`src/rtl/mc_pkg.sv`:
```
// Shared definitions for the motor-command ramp: code width, stop code and FSM state encoding.
package mc_pkg;

  localparam int unsigned CODE_W = 5;

  typedef logic [CODE_W-1:0] code_t;

  localparam code_t MC_NEUTRAL = 5'd16;

  typedef enum logic [1:0] {
    ST_RUN     = 2'd0,
    ST_TIMEOUT = 2'd1,
    ST_ESTOP   = 2'd2
  } state_e;

endpackage

```
`src/rtl/ramp_step.sv`:
```
// One channel's slew step: move current toward target by at most step, landing exactly on target.
module ramp_step
  import mc_pkg::*;
(
  input  logic [CODE_W-1:0] current,
  input  logic [CODE_W-1:0] target,
  input  logic [CODE_W-1:0] step,
  output logic [CODE_W-1:0] next
);

  logic [CODE_W-1:0] diff;

  always_comb begin
    next = current;
    diff = '0;
    // Both sums stay between current and target, so the 5-bit range can never be left.
    if (target > current) begin
      diff = target - current;
      next = (diff > step) ? current + step : target;
    end else if (target < current) begin
      diff = current - target;
      next = (diff > step) ? current - step : target;
    end
  end

endmodule

```
`src/rtl/mc_cmd_ramp.sv`:
```
// Frame-paced slew limiter for two motor-controller codes, with command timeout and emergency stop.
module mc_cmd_ramp
  import mc_pkg::*;
#(
  parameter int unsigned FRAME_CYCLES   = 1100000,
  parameter code_t       STEP           = 5'd1,
  parameter code_t       NEUTRAL        = MC_NEUTRAL,
  parameter logic [5:0]  TIMEOUT_FRAMES = 6'd45
) (
  input  logic       CLK,
  input  logic       RST,
  input  logic       cmd_valid,
  output logic       cmd_ready,
  input  logic [4:0] cmd_mc1,
  input  logic [4:0] cmd_mc2,
  input  logic       estop,
  output logic [4:0] MC1,
  output logic [4:0] MC2,
  output logic       frame_tick,
  output logic [1:0] state_o
);

  localparam int unsigned CNT_W = (FRAME_CYCLES > 1) ? $clog2(FRAME_CYCLES) : 1;
  localparam logic [CNT_W-1:0] CNT_LAST = CNT_W'(FRAME_CYCLES - 1);

  logic [CNT_W-1:0] cnt_q, cnt_d;
  logic [5:0]       sil_q, sil_d;
  code_t            tgt1_q, tgt1_d, tgt2_q, tgt2_d;
  code_t            mc1_q, mc1_d, mc2_q, mc2_d;
  state_e           state_q, state_d;
  code_t            step1_next, step2_next;
  logic             tick, accept;

  assign tick       = (cnt_q == CNT_LAST);
  assign cmd_ready  = (state_q != ST_ESTOP);
  assign accept     = cmd_valid && cmd_ready;
  assign frame_tick = tick;
  assign MC1        = mc1_q;
  assign MC2        = mc2_q;
  assign state_o    = state_q;

  ramp_step u_step1 (.current(mc1_q), .target(tgt1_q), .step(STEP), .next(step1_next));
  ramp_step u_step2 (.current(mc2_q), .target(tgt2_q), .step(STEP), .next(step2_next));

  always_comb begin
    cnt_d   = tick ? '0 : cnt_q + 1'b1;
    sil_d   = sil_q;
    tgt1_d  = tgt1_q;
    tgt2_d  = tgt2_q;
    mc1_d   = mc1_q;
    mc2_d   = mc2_q;
    state_d = state_q;

    if (tick && (sil_q < TIMEOUT_FRAMES)) sil_d = sil_q + 1'b1;
    if (accept) begin
      sil_d  = '0;
      tgt1_d = cmd_mc1;
      tgt2_d = cmd_mc2;
    end

    // Step uses the registered target, so a command landing on a tick takes effect one frame later.
    if (tick && (state_q != ST_ESTOP)) begin
      mc1_d = step1_next;
      mc2_d = step2_next;
    end

    case (state_q)
      ST_RUN: begin
        if (sil_d == TIMEOUT_FRAMES) begin
          state_d = ST_TIMEOUT;
          tgt1_d  = NEUTRAL;
          tgt2_d  = NEUTRAL;
        end
      end
      ST_TIMEOUT: begin
        if (accept) state_d = ST_RUN;
      end
      ST_ESTOP: begin
        mc1_d  = NEUTRAL;
        mc2_d  = NEUTRAL;
        tgt1_d = NEUTRAL;
        tgt2_d = NEUTRAL;
        if (!estop) begin
          state_d = ST_TIMEOUT;
          sil_d   = '0;
        end
      end
      default: state_d = ST_TIMEOUT;
    endcase

    if (estop) begin
      state_d = ST_ESTOP;
      mc1_d   = NEUTRAL;
      mc2_d   = NEUTRAL;
      tgt1_d  = NEUTRAL;
      tgt2_d  = NEUTRAL;
    end
  end

  always_ff @(posedge CLK or posedge RST) begin
    if (RST) begin
      cnt_q   <= '0;
      sil_q   <= '0;
      tgt1_q  <= NEUTRAL;
      tgt2_q  <= NEUTRAL;
      mc1_q   <= NEUTRAL;
      mc2_q   <= NEUTRAL;
      state_q <= ST_TIMEOUT;
    end else begin
      cnt_q   <= cnt_d;
      sil_q   <= sil_d;
      tgt1_q  <= tgt1_d;
      tgt2_q  <= tgt2_d;
      mc1_q   <= mc1_d;
      mc2_q   <= mc2_d;
      state_q <= state_d;
    end
  end

endmodule

```
`config.mk`:
```
export PLATFORM = sky130hd
export DESIGN_NAME = mc_cmd_ramp
export DESIGN_NICKNAME = d
export VERILOG_FILES = /design/src/rtl/mc_pkg.sv /design/src/rtl/ramp_step.sv /design/src/rtl/mc_cmd_ramp.sv
export SDC_FILE = /design/constraint.sdc
export NUM_CORES = 1
export LEC_CHECK = 0
export CAP_MARGIN = 20
export CORE_MARGIN = 2
export CORE_UTILIZATION = 35
export DETAILED_ROUTE_END_ITERATION = 8
export GPL_ROUTABILITY_DRIVEN = 0
export PLACE_DENSITY_LB_ADDON = 0.25
export SLEW_MARGIN = 20
export SYNTH_ARGS = -nofsm -noshare
export SYNTH_HDL_FRONTEND = slang
export SYNTH_HIERARCHICAL = 1
export SYNTH_SLANG_ARGS = --single-unit
export TNS_END_PERCENT = 20
```
`constraint.sdc`:
```
create_clock -name CLK -period 2.95 [get_ports CLK]
set_input_delay 0.59 -clock CLK [delete_from_list [all_inputs] [get_ports CLK]]
set_output_delay 0.59 -clock CLK [all_outputs]
set_load 0.005 [all_outputs]
```
* Word-level counts from Yosys, hierarchy flattened
Index checks and enable logic that the tools add are counted.
** Storage, ports and cells
- Input bits :: 14
- Register bits :: 49
- Logic and storage cells :: 74
- Output and inout port bits :: 14
** Cells by class
- Eq/ne operators :: 7
- Muxes and demuxes :: 31
- Order comparisons :: 9
- Add/subtract/negate cells :: 10
- Reductions and logical operators :: 10
** Operators with widths (number)
- $mux W5 :: 20
- $mux W6 :: 4
- $add A21 B1 Y21 const B :: 1
- $eq A21 B21 Y1 const B :: 1
- $mux W21 :: 1
- $gt A5 B1 Y1 const B :: 4
- $pmux W5 S2 :: 2
- $sub A5 B5 Y5 :: 4
- $add A5 B1 Y5 const B :: 2
- $gt A5 B5 Y1 :: 2
- $lt A5 B5 Y1 :: 2
- $sub A5 B1 Y5 const B :: 2
- $reduce_bool A4 Y1 :: 2
- $add A6 B1 Y6 const B :: 1
- $eq A6 B6 Y1 const B :: 1
- $lt A6 B6 Y1 const B :: 1
- $mux W2 :: 3
- $ne A3 B3 Y1 const B :: 2
- $reduce_and A2 Y1 :: 3
- $pmux W2 S2 :: 1
- $logic_and A1 B1 Y1 :: 3
- $reduce_bool A3 Y1 :: 1
- $eq A2 B1 Y1 const B :: 1
- $eq A2 B2 Y1 const B :: 1
- 2 further kinds :: 2

* Logic depth before layout (Yosys ltp)
Gate-level depths: netlist (run 1).
- Depth in word-level cells :: 8
- Mapped depth :: 16
- Gate-level depth less buffers :: 16

* Modules after synthesis
The synthesis (run 1) kept the hierarchy.
** Modules (own cells, without submodules)
- mc_cmd_ramp :: sequential area each 1232.4 sq um, cells an instance 239, instances 1, area an instance 2379.8 sq um
- ramp_step at u_step1 :: sequential area each 0.0 sq um, cells an instance 134, instances 1, area an instance 1078.5 sq um
- ramp_step at u_step2 :: sequential area each 0.0 sq um, cells an instance 132, instances 1, area an instance 1051.0 sq um

* Worst setup path before layout (run 1)
No wires, ideal clock.
- Kind :: reg-to-reg
- Start point :: register mc1_q[0], in the netlist MC1[0]
- End point :: register mc1_q[0], in the netlist MC1[0]
- Library setup time :: 78 ps
- Setup slack :: -217 ps
- Period minus slack after synthesis :: 3167 ps
- Arrival :: 3089 ps
- Path buffers :: 0
- Data required time :: 2872 ps
- Cell stages (with the launch flop) :: 15
- Cells stage by stage :: dfrtp_1 -> inv_1 -> ha_1 -> inv_1 -> fa_1 -> a21o_1 -> a21oi_1 -> xnor2_1 -> ha_1 -> and3_2 -> a32oi_2 -> mux2_2 -> o221ai_1 -> nand2_1 -> a21oi_1
** Between the ends
- Longest elaborated chain between the ends :: 8
- Elaborated cells on any way between the ends :: 17
- Those cells by class :: add/sub: 4; order compare: 4; mux: 7; reduce/logical: 2
** RTL lines
- start, declared :: line mc_cmd_ramp.sv:29 : code_t mc1_q, mc1_d, mc2_q, mc2_d;
- start signal, assigned :: line mc_cmd_ramp.sv:114 : mc1_q <= mc1_d;
- $sub A5 B5 Y5 :: line ramp_step.sv:21 : diff = current - target;
- $gt A5 B1 Y1 :: line ramp_step.sv:22 : next = (diff > step) ? current - step : target;
- $mux W5 :: line ramp_step.sv:22
- $mux W5 :: line ramp_step.sv:20 : end else if (target < current) begin
- $mux W5 * :: line ramp_step.sv:17 : if (target > current) begin
- via step1_next[0] :: line mc_cmd_ramp.sv:31 : code_t step1_next, step2_next;
- $mux W5 * :: line mc_cmd_ramp.sv:62 : if (tick && (state_q != ST_ESTOP)) begin
- $mux W5 * :: line mc_cmd_ramp.sv:67 : case (state_q)
- $mux W5 * :: line mc_cmd_ramp.sv:91 : if (estop) begin
Mark *: on every way through the listed nets, which the timed path passes. The rest lies on a longest branch. The select of a mux whose other input is x is not followed.
A chain may end at the register's enable or synchronous reset.

* Worst setup path after layout (run 1)
- Start point :: register tgt1_q[0]
- End point :: register mc1_q[3], in the netlist MC1[3]
** Between the ends
- Longest elaborated chain between the ends :: 8
- Elaborated cells on any way between the ends :: 15
- Those cells by class :: add/sub: 2; order compare: 4; mux: 7; reduce/logical: 2
** RTL lines
- start, declared :: line mc_cmd_ramp.sv:28 : code_t tgt1_q, tgt1_d, tgt2_q, tgt2_d;
- start signal, assigned :: line mc_cmd_ramp.sv:112 : tgt1_q <= tgt1_d;
- $sub A5 B5 Y5 :: line ramp_step.sv:21
- $gt A5 B1 Y1 :: line ramp_step.sv:22
- $mux W5 :: line ramp_step.sv:22
- $mux W5 :: line ramp_step.sv:20
- $mux W5 * :: line ramp_step.sv:17
- via step1_next[3] :: line mc_cmd_ramp.sv:31
- $mux W5 * :: line mc_cmd_ramp.sv:62
- $mux W5 * :: line mc_cmd_ramp.sv:67
- $mux W5 * :: line mc_cmd_ramp.sv:91
Marks and branches as above.

==> results of run 1 <==
what timing repair did:
item	in CTS	in global routing
buffers inserted	5	4
setup endpoints to repair	10	11
resized for setup	14	31
pin swaps	21	14
cell type report:
class                      instances  area, µm²  area share (%)
inverter                          45      168.9           2.915
clock buffer                       5      125.1           2.159
tap                              172      215.2           3.714
sequential                        49       1234           21.29
timing repair buffer              85      721.9           12.46
multi-input combinational        417       3312           57.16
clock inverter                     3      17.52          0.3023
per-layer routing:
| metal | GRT usage, % | up-vias | wire length [µm] |
|---|---|---|---|
| met5 | 0 | - | 0 |
| met4 | 2.410 | 0 | 106 |
| met3 | 1.599 | 10 | 201 |
| met2 | 26.75 | 37 | 5314 |
| met1 | 22.51 | 1827 | 5253 |
| li1 | - | 1937 | - |
flip-flops by register name (all words and copies together) (netlist names):
name,count
tgt2_q,5
tgt1_q,5
cnt_q,21
MC2,5
state_o,2
MC1,5
sil_q,6
worst max-delay path by stage:
stage,from,end,cells past startpoint
after floorplan,MC1[0],MC1[0],15
after global placement,MC1[0],MC1[0],15
after detailed placement,MC1[0],MC1[0],15
after CTS,MC1[0],MC1[0],15
after global routing,MC2[0],MC2[2],17
final,tgt1_q[0],MC1[3],15
kinds of logic after synthesis:
kind of cell | Yosys count | synth area share [%]
other | 2 | 0.1665
multiplexers | 23 | 5.216
XOR/XNOR | 45 | 8.740
AO/OA/AOI/OAI | 93 | 14.98
buffers and inverters | 61 | 5.355
flip-flops | 49 | 27.33
AND/OR/NAND/NOR | 169 | 19.40
adder cells (fa/ha/maj) | 63 | 18.81
report_power, final:
group          internal, mW  leakage [nW]  total (mW)  switching [mW]
Combinational         0.249          1.83       0.510           0.260
Sequential            0.680         0.647       0.688         0.00787
Clock                 0.311        0.0696       0.555           0.244
placed cells by master (no fill, tap or decap), types with 4 or more instances in the layout:
cell / n
dfrtp_1: 43
o21ai_1: 4
nand3_1: 15
ha_1: 52
o21bai_1: 4
inv_1: 37
nand4_1: 9
inv_2: 8
a21oi_1: 19
xnor2_1: 28
fa_2: 4
o31a_1: 4
conb_1: 24
nor2_1: 32
o21ai_0: 6
o21a_1: 4
a21oi_2: 11
nor3_1: 14
dfstp_2: 5
fa_1: 4
nand2_1: 47
or3_1: 4
buf_4: 56
mux2i_1: 19
xor2_1: 17
a21o_1: 7
nor2b_1: 7
clkdlybuf4s50_1: 27
clkbuf_16: 5
per-stage QoR:
step	total power, mW	TNS [ns]	cells	worst slack [ns]
after floorplan	1.017	-0.2462	527	-0.09177
after CTS	1.727	-1.081	772	-0.1860
after global placement	1.155	-1.435	759	-0.1993
final	1.753	-0.9186	776	-0.1610
after global routing	1.853	-2.971	776	-0.3222
after detailed placement	1.160	-1.635	759	-0.1955
==> run summary, run 1 <==
RSZ-0062 raised after global routing -> true
CTS Buf Count -> 5
PortBufs -> 27
Count of final setup violators -> 11
# fillers -> 1,249
Yosys warnings -> 6
Post-synth ARST share -> 100.0%
Register area share after synthesis -> 27.33%
Routed WL -> 10.88 mm
Failing checks -> setup timing
Worst path bufs/invs -> 2
LEAKAGE -> 2.545 nW
# rows -> 41
Reg2reg path depth -> 15
Hold slack -> 0.4719 ns
Vias in the first global route -> 3,782
Yosys cell types -> 69
Via density -> 4.911
Chip Width -> 117.5 µm
Post-route cell area -> 0.005794 mm²
Clk_skew -> 0.003930 ns
Pwr/cell area -> 302.5 mW/mm²
Detailed Route Iter0 Violations -> 186
CTS tree -> built
CP required -> 3.10 ns
Top-level I/O count -> 28
Critical-path cell list -> inv_2, ha_1, inv_1, fa_2, a21o_1, a21oi_2, xnor2_1, ha_1, nand4_1, o221a_4, nor4_4, a211oi_1, o32a_1, nand2_1, a21oi_1
Peak Freq -> 321.4 MHz
Synth Register Bits -> 49
Crit path max-delay cell type -> dfrtp_1
Final core occ -> 45.92%
Critical path class -> flop to flop
Final Hold Violating Endpoints -> 0
Tcrit/Tclk final -> 105.5%
Tot GR Track Use -> 15.87%
Critical path peak fanout -> 4
Die extent in y -> 117.5 µm
Top cell type by total area after synthesis -> dfrtp_1
Max-slew violation count -> 0
Clk root buf -> clkbuf_16
R2R setup slack -> -0.16 ns
Clk_lat worst skew -> 0.29 ns
EDFF count, synth -> 0
Routed WL per cell -> 14.02 µm
Layout cells sized above 1 -> 21.85%
Crit end category -> flop
Outcome -> finished, violations left
CTS Sinks -> 49
Post-synthesis average cell area -> 8.929 µm²
Hold buffers post-CTS -> 0
DRC violations left -> 0
Max-Slew Margin vs Limit -> 63.69%
Diodes inserted -> 0
Final nets -> 680
Count leader, synth -> ha_1
Hold crit path type -> flop to flop
Die area -> 0.01381 mm²
Synth top area cells -> dfrtp_1, ha_1, xnor2_1, mux2i_1, nand2_1
H-tree depth reported by CTS -> 2
Detailed placement HPWL -> 8.441 mm
Hold depth -> 1
Clock Pin Slew Worst Setup and Hold Paths -> 0.07 ns
Top cells by count, synth -> ha_1, nand2_1, dfrtp_1, inv_1, nor2_1
Critical Path AT -> 3.26 ns
Share of the synthesized area in the top cell type -> 24.42%
Worst vdd ir -> 0.1996 mV
Worst setup SP type -> flop
Starting density of the core -> 35.73%
Total gr overflow -> 0
Worst Min Path Start -> cnt_q[4]
First-pass GRT wire length -> 18.44 mm
Largest net degree at the start of global routing -> 19
Capturing point of the worst reg2reg path -> MC1[3]
Mapped Cells -> 505
Initial antenna violation count -> 0
CP delay by family, top -> compound AO/OA/AOI/OAI gates
Core area -> 0.01262 mm²
Cell Area, Placed -> 0.005426 mm²
Critical R2R Launch -> tgt1_q[0]
Main synth FF type -> dfrtp_1
CTS max path bufs -> 2
Area growth syn-to-layout -> 28.50%
Max incr delay on CP -> 0.45 ns
Min Tclk post-route -> 3.111 ns
DR vias -> 3,811
Post-route ant nets -> 0
Final worst-path setup slack -> -0.1610 ns
Pre-antenna DRT Iters -> 4
Slew @ Worst Pin -> 0.5426 ns
WHS Endpoint -> cnt_q[4]
CP most frequent cell -> ha_1
Post-Syn Area -> 0.004509 mm²
Max_cap viols -> 0
Note: power is estimated with default switching activity, not from simulation.
==> inputs of run 2 (changes only) <==
- TNS_END_PERCENT: 20 -> default
==> run summary, run 2 (synthesis results as in run 1) <==
Final Hold Violating Endpoints -> 0
Largest regs -> cnt_q x21, sil_q x6
Hold crit path type -> flop to flop
Diodes inserted -> 0
Outcome -> finished, violations left
CP required -> 3.17 ns
Max FFs per register -> 21
Max incr delay on CP -> 0.43 ns
Commonest non-fill, non-tap cell in the layout -> buf_4
Tcrit/Tclk final -> 106.3%
Peak Freq -> 319.0 MHz
CTS tree -> built
CTS Buf Count -> 5
Max_cap viols -> 0
Clk root buf -> clkbuf_16
Placement Setup Slack -> -0.2526 ns
Top-level I/O count -> 28
Max-slew violation count -> 0
Critical-path cell list -> buf_6, ha_4, inv_2, fa_2, a21o_1, a21oi_2, xnor2_1, ha_1, nand4_1, o221a_4, nor3_1, a21oi_2, o221ai_2, nand2_1, a21oi_2
Pre-antenna DRT Iters -> 4
RSZ-0062 raised after global routing -> true
# fillers -> 1,263
H-tree depth reported by CTS -> 2
Total gr overflow -> 0
Die area -> 0.01381 mm²
Non-Filler Instances -> 777
Die extent in y -> 117.5 µm
Crit path max-delay cell type -> dfrtp_1
Post-route cell area -> 0.005876 mm²
First-pass GRT wire length -> 18.84 mm
DRC violations left -> 0
Detailed Route Iter0 Violations -> 168
Critical path peak fanout -> 4
DR vias -> 3,869
Worst Min Path Start -> cnt_q[4]
FF+latch area -> 0.001235 mm²
Crit path from -> MC1[0]
Via density -> 4.979
Post-route ant nets -> 0
Critical path class -> flop to flop
Core area -> 0.01262 mm²
LEAKAGE -> 2.571 nW
Vias in the first global route -> 3,858
Footprint of the multi-input gates -> 0.003339 mm²
Worst vdd ir -> 0.2171 mV
CTS max path bufs -> 2
Slew @ Worst Pin -> 0.7125 ns
Pwr Total -> 1.875 mW
Post-Place Cells -> 759
Count of final setup violators -> 10
Chip Width -> 117.5 µm
Worst setup SP type -> flop
Largest net degree at the start of global routing -> 25
Failing checks -> setup timing
CP most frequent cell -> a21oi_2
Hold slack -> 0.4870 ns
Final core occ -> 46.56%
Clock Pin Slew Worst Setup and Hold Paths -> 0.07 ns
Tot GR Track Use -> 16.38%
Clk_skew -> 0.006919 ns
Min Tclk post-route -> 3.135 ns
Area growth syn-to-layout -> 30.30%
Final worst-path setup slack -> -0.1847 ns
Starting density of the core -> 35.73%
Max-Slew Margin vs Limit -> 52.38%
Critical R2R Launch -> MC1[0]
Initial antenna violation count -> 0
Crit end category -> flop
Register name with the most flops -> cnt_q
Routed WL -> 11.47 mm
Critical Path AT -> 3.36 ns
CTS Sinks -> 49
Detailed placement HPWL -> 8.840 mm
Final nets -> 681
Setup TNS -> -0.9014 ns
Most frequent cells in the layout -> buf_4, ha_1, nand2_1
Cell Area, Placed -> 0.005434 mm²
Clk_lat worst skew -> 0.29 ns
Hold buffers post-CTS -> 0
Pwr/cell area -> 319.1 mW/mm²
Routed WL per cell -> 14.76 µm
PortBufs -> 27
# rows -> 41
Layout cells sized above 1 -> 22.98%
==> run 2: cell count changes in the layout (fill, tap and decap cells not counted), sizes merged <==
cell,change
clkinv,-2
buf,+1
bufinv,+1
clkbuf,+1
==> run 2: per-layer routing <==
metal,global-route usage (%),wire length (µm),vias to the layer above
met4,2.711,74,0
met3,2.083,233,7
met2,29.53,5838,34
met5,0,0,-
li1,-,-,1937
met1,21.29,5321,1891
==> run 2: where the power goes <==
group          internal (mW)  switching (mW)
Sequential             0.680         0.00758
Combinational          0.250           0.267
Clock                  0.423           0.248
==> run 2: cell type report <==
class	count	share of cell area (%)
inverter	45	2.875
tap	172	3.663
sequential	49	21.02
multi-input combinational	417	56.84
clock buffer	6	2.364
clock inverter	2	0.6388
timing repair buffer	86	12.61
==> run 2: worst paths after layout <==
| check | slack, ns | cells after the start | endpoint |
|---|---|---|---|
| max in group asynchronous | 1.79 | 3 | tgt2_q[4] |
| hold / removal | 0.49 | 1 | cnt_q[4] |
| min in group asynchronous | 0.54 | 2 | sil_q[3] |
| setup reg to reg | -0.18 | 15 | MC1[1] |
| hold reg to reg | 0.49 | 1 | cnt_q[4] |
| setup / recovery | -0.18 | 15 | MC1[1] |
==> run 2: worst max-delay path, delay by kind of cell (launching register included) <==
family          cells  cell delay, ns
compound gates      6            1.00
xor+xnor            1            0.09
fa+ha+maj           3            0.87
buf+inv             2            0.17
flops               1            0.43
simple gates        3            0.50
==> run 2: what timing repair did <==
item / CTS / global route
pin swaps: 26 / 28
setup endpoints to repair: 10 / 11
gates resized for setup: 31 / 21
buffers inserted: 4 / 6
gates cloned: 0 / 0
==> inputs of run 3 (changes only) <==
- TNS_END_PERCENT: default -> 10
==> run summary, run 3 (synthesis results as in run 1) <==
Layout cells sized above 1 -> 20.56%
Pwr Total -> 1.751 mW
Largest net degree at the start of global routing -> 19
Worst Min Path Start -> cnt_q[4]
Pwr/cell area -> 303.8 mW/mm²
Total gr overflow -> 0
# rows -> 41
Critical path class -> flop to flop
Die area -> 0.01381 mm²
Worst setup SP type -> flop
Capturing point of the worst reg2reg path -> MC1[1]
Max-Slew Margin vs Limit -> 64.30%
Routed WL -> 10.85 mm
WHS Endpoint -> cnt_q[4]
Post-route cell area -> 0.005764 mm²
Max FFs per register -> 21
Psw -> 0.5111 mW
Tcrit/Tclk final -> 105.1%
Clk_lat worst skew -> 0.29 ns
Footprint of the multi-input gates -> 0.003291 mm²
CTS Sinks -> 49
Clock Pin Slew Worst Setup and Hold Paths -> 0.07 ns
Sequential share of power -> 39.3%
CTS Buf Count -> 5
Clk root buf -> clkbuf_16
CTS tree -> built
Final nets -> 679
# fillers -> 1,253
RSZ-0062 raised after global routing -> true
Count of final setup violators -> 11
CTS max path bufs -> 2
Core area -> 0.01262 mm²
Final Hold Violating Endpoints -> 0
Final worst-path setup slack -> -0.1512 ns
Largest regs -> cnt_q x21, sil_q x6
Routed WL per cell -> 14.00 µm
Starting density of the core -> 35.73%
Logic gate share of total power -> 29.0%
Tot GR Track Use -> 15.74%
Via density -> 4.943
Pint -> 1.240 mW
Critical R2R Launch -> MC1[0]
Placement Setup Slack -> -0.1955 ns
Diodes inserted -> 0
Clk_skew -> 0.003999 ns
Max-slew violation count -> 0
Top-level I/O count -> 28
LEAKAGE -> 2.545 nW
Detailed Route Iter0 Violations -> 222
Die extent in y -> 117.5 µm
Area growth syn-to-layout -> 27.83%
Failing checks -> setup timing
Critical path peak fanout -> 4
Post-route ant nets -> 0
Sw frac -> 29.19%
H-tree depth reported by CTS -> 2
Reg2reg path depth -> 15
Clock power frac -> 31.7%
Critical Path AT -> 3.30 ns
Detailed placement HPWL -> 8.441 mm
Min Tclk post-route -> 3.101 ns
Crit end category -> flop
Most frequent cells in the layout -> ha_1, buf_4, nand2_1
Register name with the most flops -> cnt_q
DRC violations left -> 0
CP required -> 3.15 ns
First-pass GRT wire length -> 18.33 mm
Hold buffers post-CTS -> 0
Outcome -> finished, violations left
Max_cap viols -> 0
Vias in the first global route -> 3,775
DR vias -> 3,831
Worst vdd ir -> 0.1992 mV
FF+latch area -> 0.001232 mm²
Hold crit path type -> flop to flop
PortBufs -> 27
Initial antenna violation count -> 0
Peak Freq -> 322.5 MHz
Hold depth -> 1
Pre-antenna DRT Iters -> 5
Slew @ Worst Pin -> 0.5336 ns
Cell Area, Placed -> 0.005426 mm²
R2R setup slack -> -0.15 ns
Chip Width -> 117.5 µm
==> run 3: area by class of cell <==
class | instances | area share [%]
multi-input cells | 417 | 57.09
clock buffers | 5 | 2.171
well taps | 172 | 3.733
flip-flops and latches | 49 | 21.38
repair buffers | 84 | 12.39
inverters | 45 | 2.930
clock inverters | 3 | 0.3039
==> run 3: power by group through the flow <==
stage / Combinational [mW] / Clock (mW) / Sequential (mW)
after floorplan: 0.319 / 0 / 0.698
final: 0.508 / 0.555 / 0.688
after detailed placement: 0.460 / 0 / 0.700
after global placement: 0.455 / 0 / 0.700
after CTS: 0.469 / 0.567 / 0.688
after global routing: 0.559 / 0.605 / 0.688
==> run 3: critical path, cell delays in order (launching register included) <==
cell      delay (ns)
dfrtp_1         0.42
inv_2           0.07
ha_1            0.13
inv_1           0.06
fa_2            0.34
a21o_1          0.17
a21oi_2         0.12
xnor2_1         0.09
ha_1            0.32
and3_4          0.21
o21ai_2         0.07
a32oi_4         0.27
mux2_4          0.35
o221ai_2        0.15
nand2_1         0.08
a21oi_1         0.14
==> run 3: stage by stage <==
step | TNS, ns | hold slack [ns] | std cells | util [%]
after global routing | -3.170 | 0.4805 | 775 | 45.68
final | -1.165 | 0.4720 | 775 | 45.68
after CTS | -1.448 | 0.4743 | 770 | 44.55
after floorplan | -0.2462 | 0.4387 | 527 | -
after global placement | -1.435 | 0.4557 | 759 | 43.00
after detailed placement | -1.635 | 0.4634 | 759 | 43.00
==> run 3: layer usage <==
metal / GRT usage [%] / part of all wire [%] / vias up
met2: 26.75 / 49 / 42
met4: 2.410 / 0.78 / 0
li1: - / - / 1933
met1: 22.14 / 48 / 1848
met3: 1.599 / 1.8 / 8
met5: 0 / 0 / -
==> run 3: timing repair <==
| item | in CTS | in global routing |
|---|---|---|
| pin swaps | 8 | 18 |
| setup buffers | 3 | 5 |
| resized for setup | 7 | 28 |
| endpoints found under the setup margin | 10 | 11 |
==> run 3: how the worst max path moves through the flow <==
stage / slack (ns) / startpoint / to
2_1_floorplan: -0.09 / MC1[0] / MC1[0]
3_3_place_gp: -0.20 / MC1[0] / MC1[0]
3_5_place_dp: -0.20 / MC1[0] / MC1[0]
4_1_cts: -0.19 / MC1[0] / MC1[0]
5_1_grt: -0.34 / MC2[0] / MC2[2]
6_report: -0.15 / MC1[0] / MC1[1]
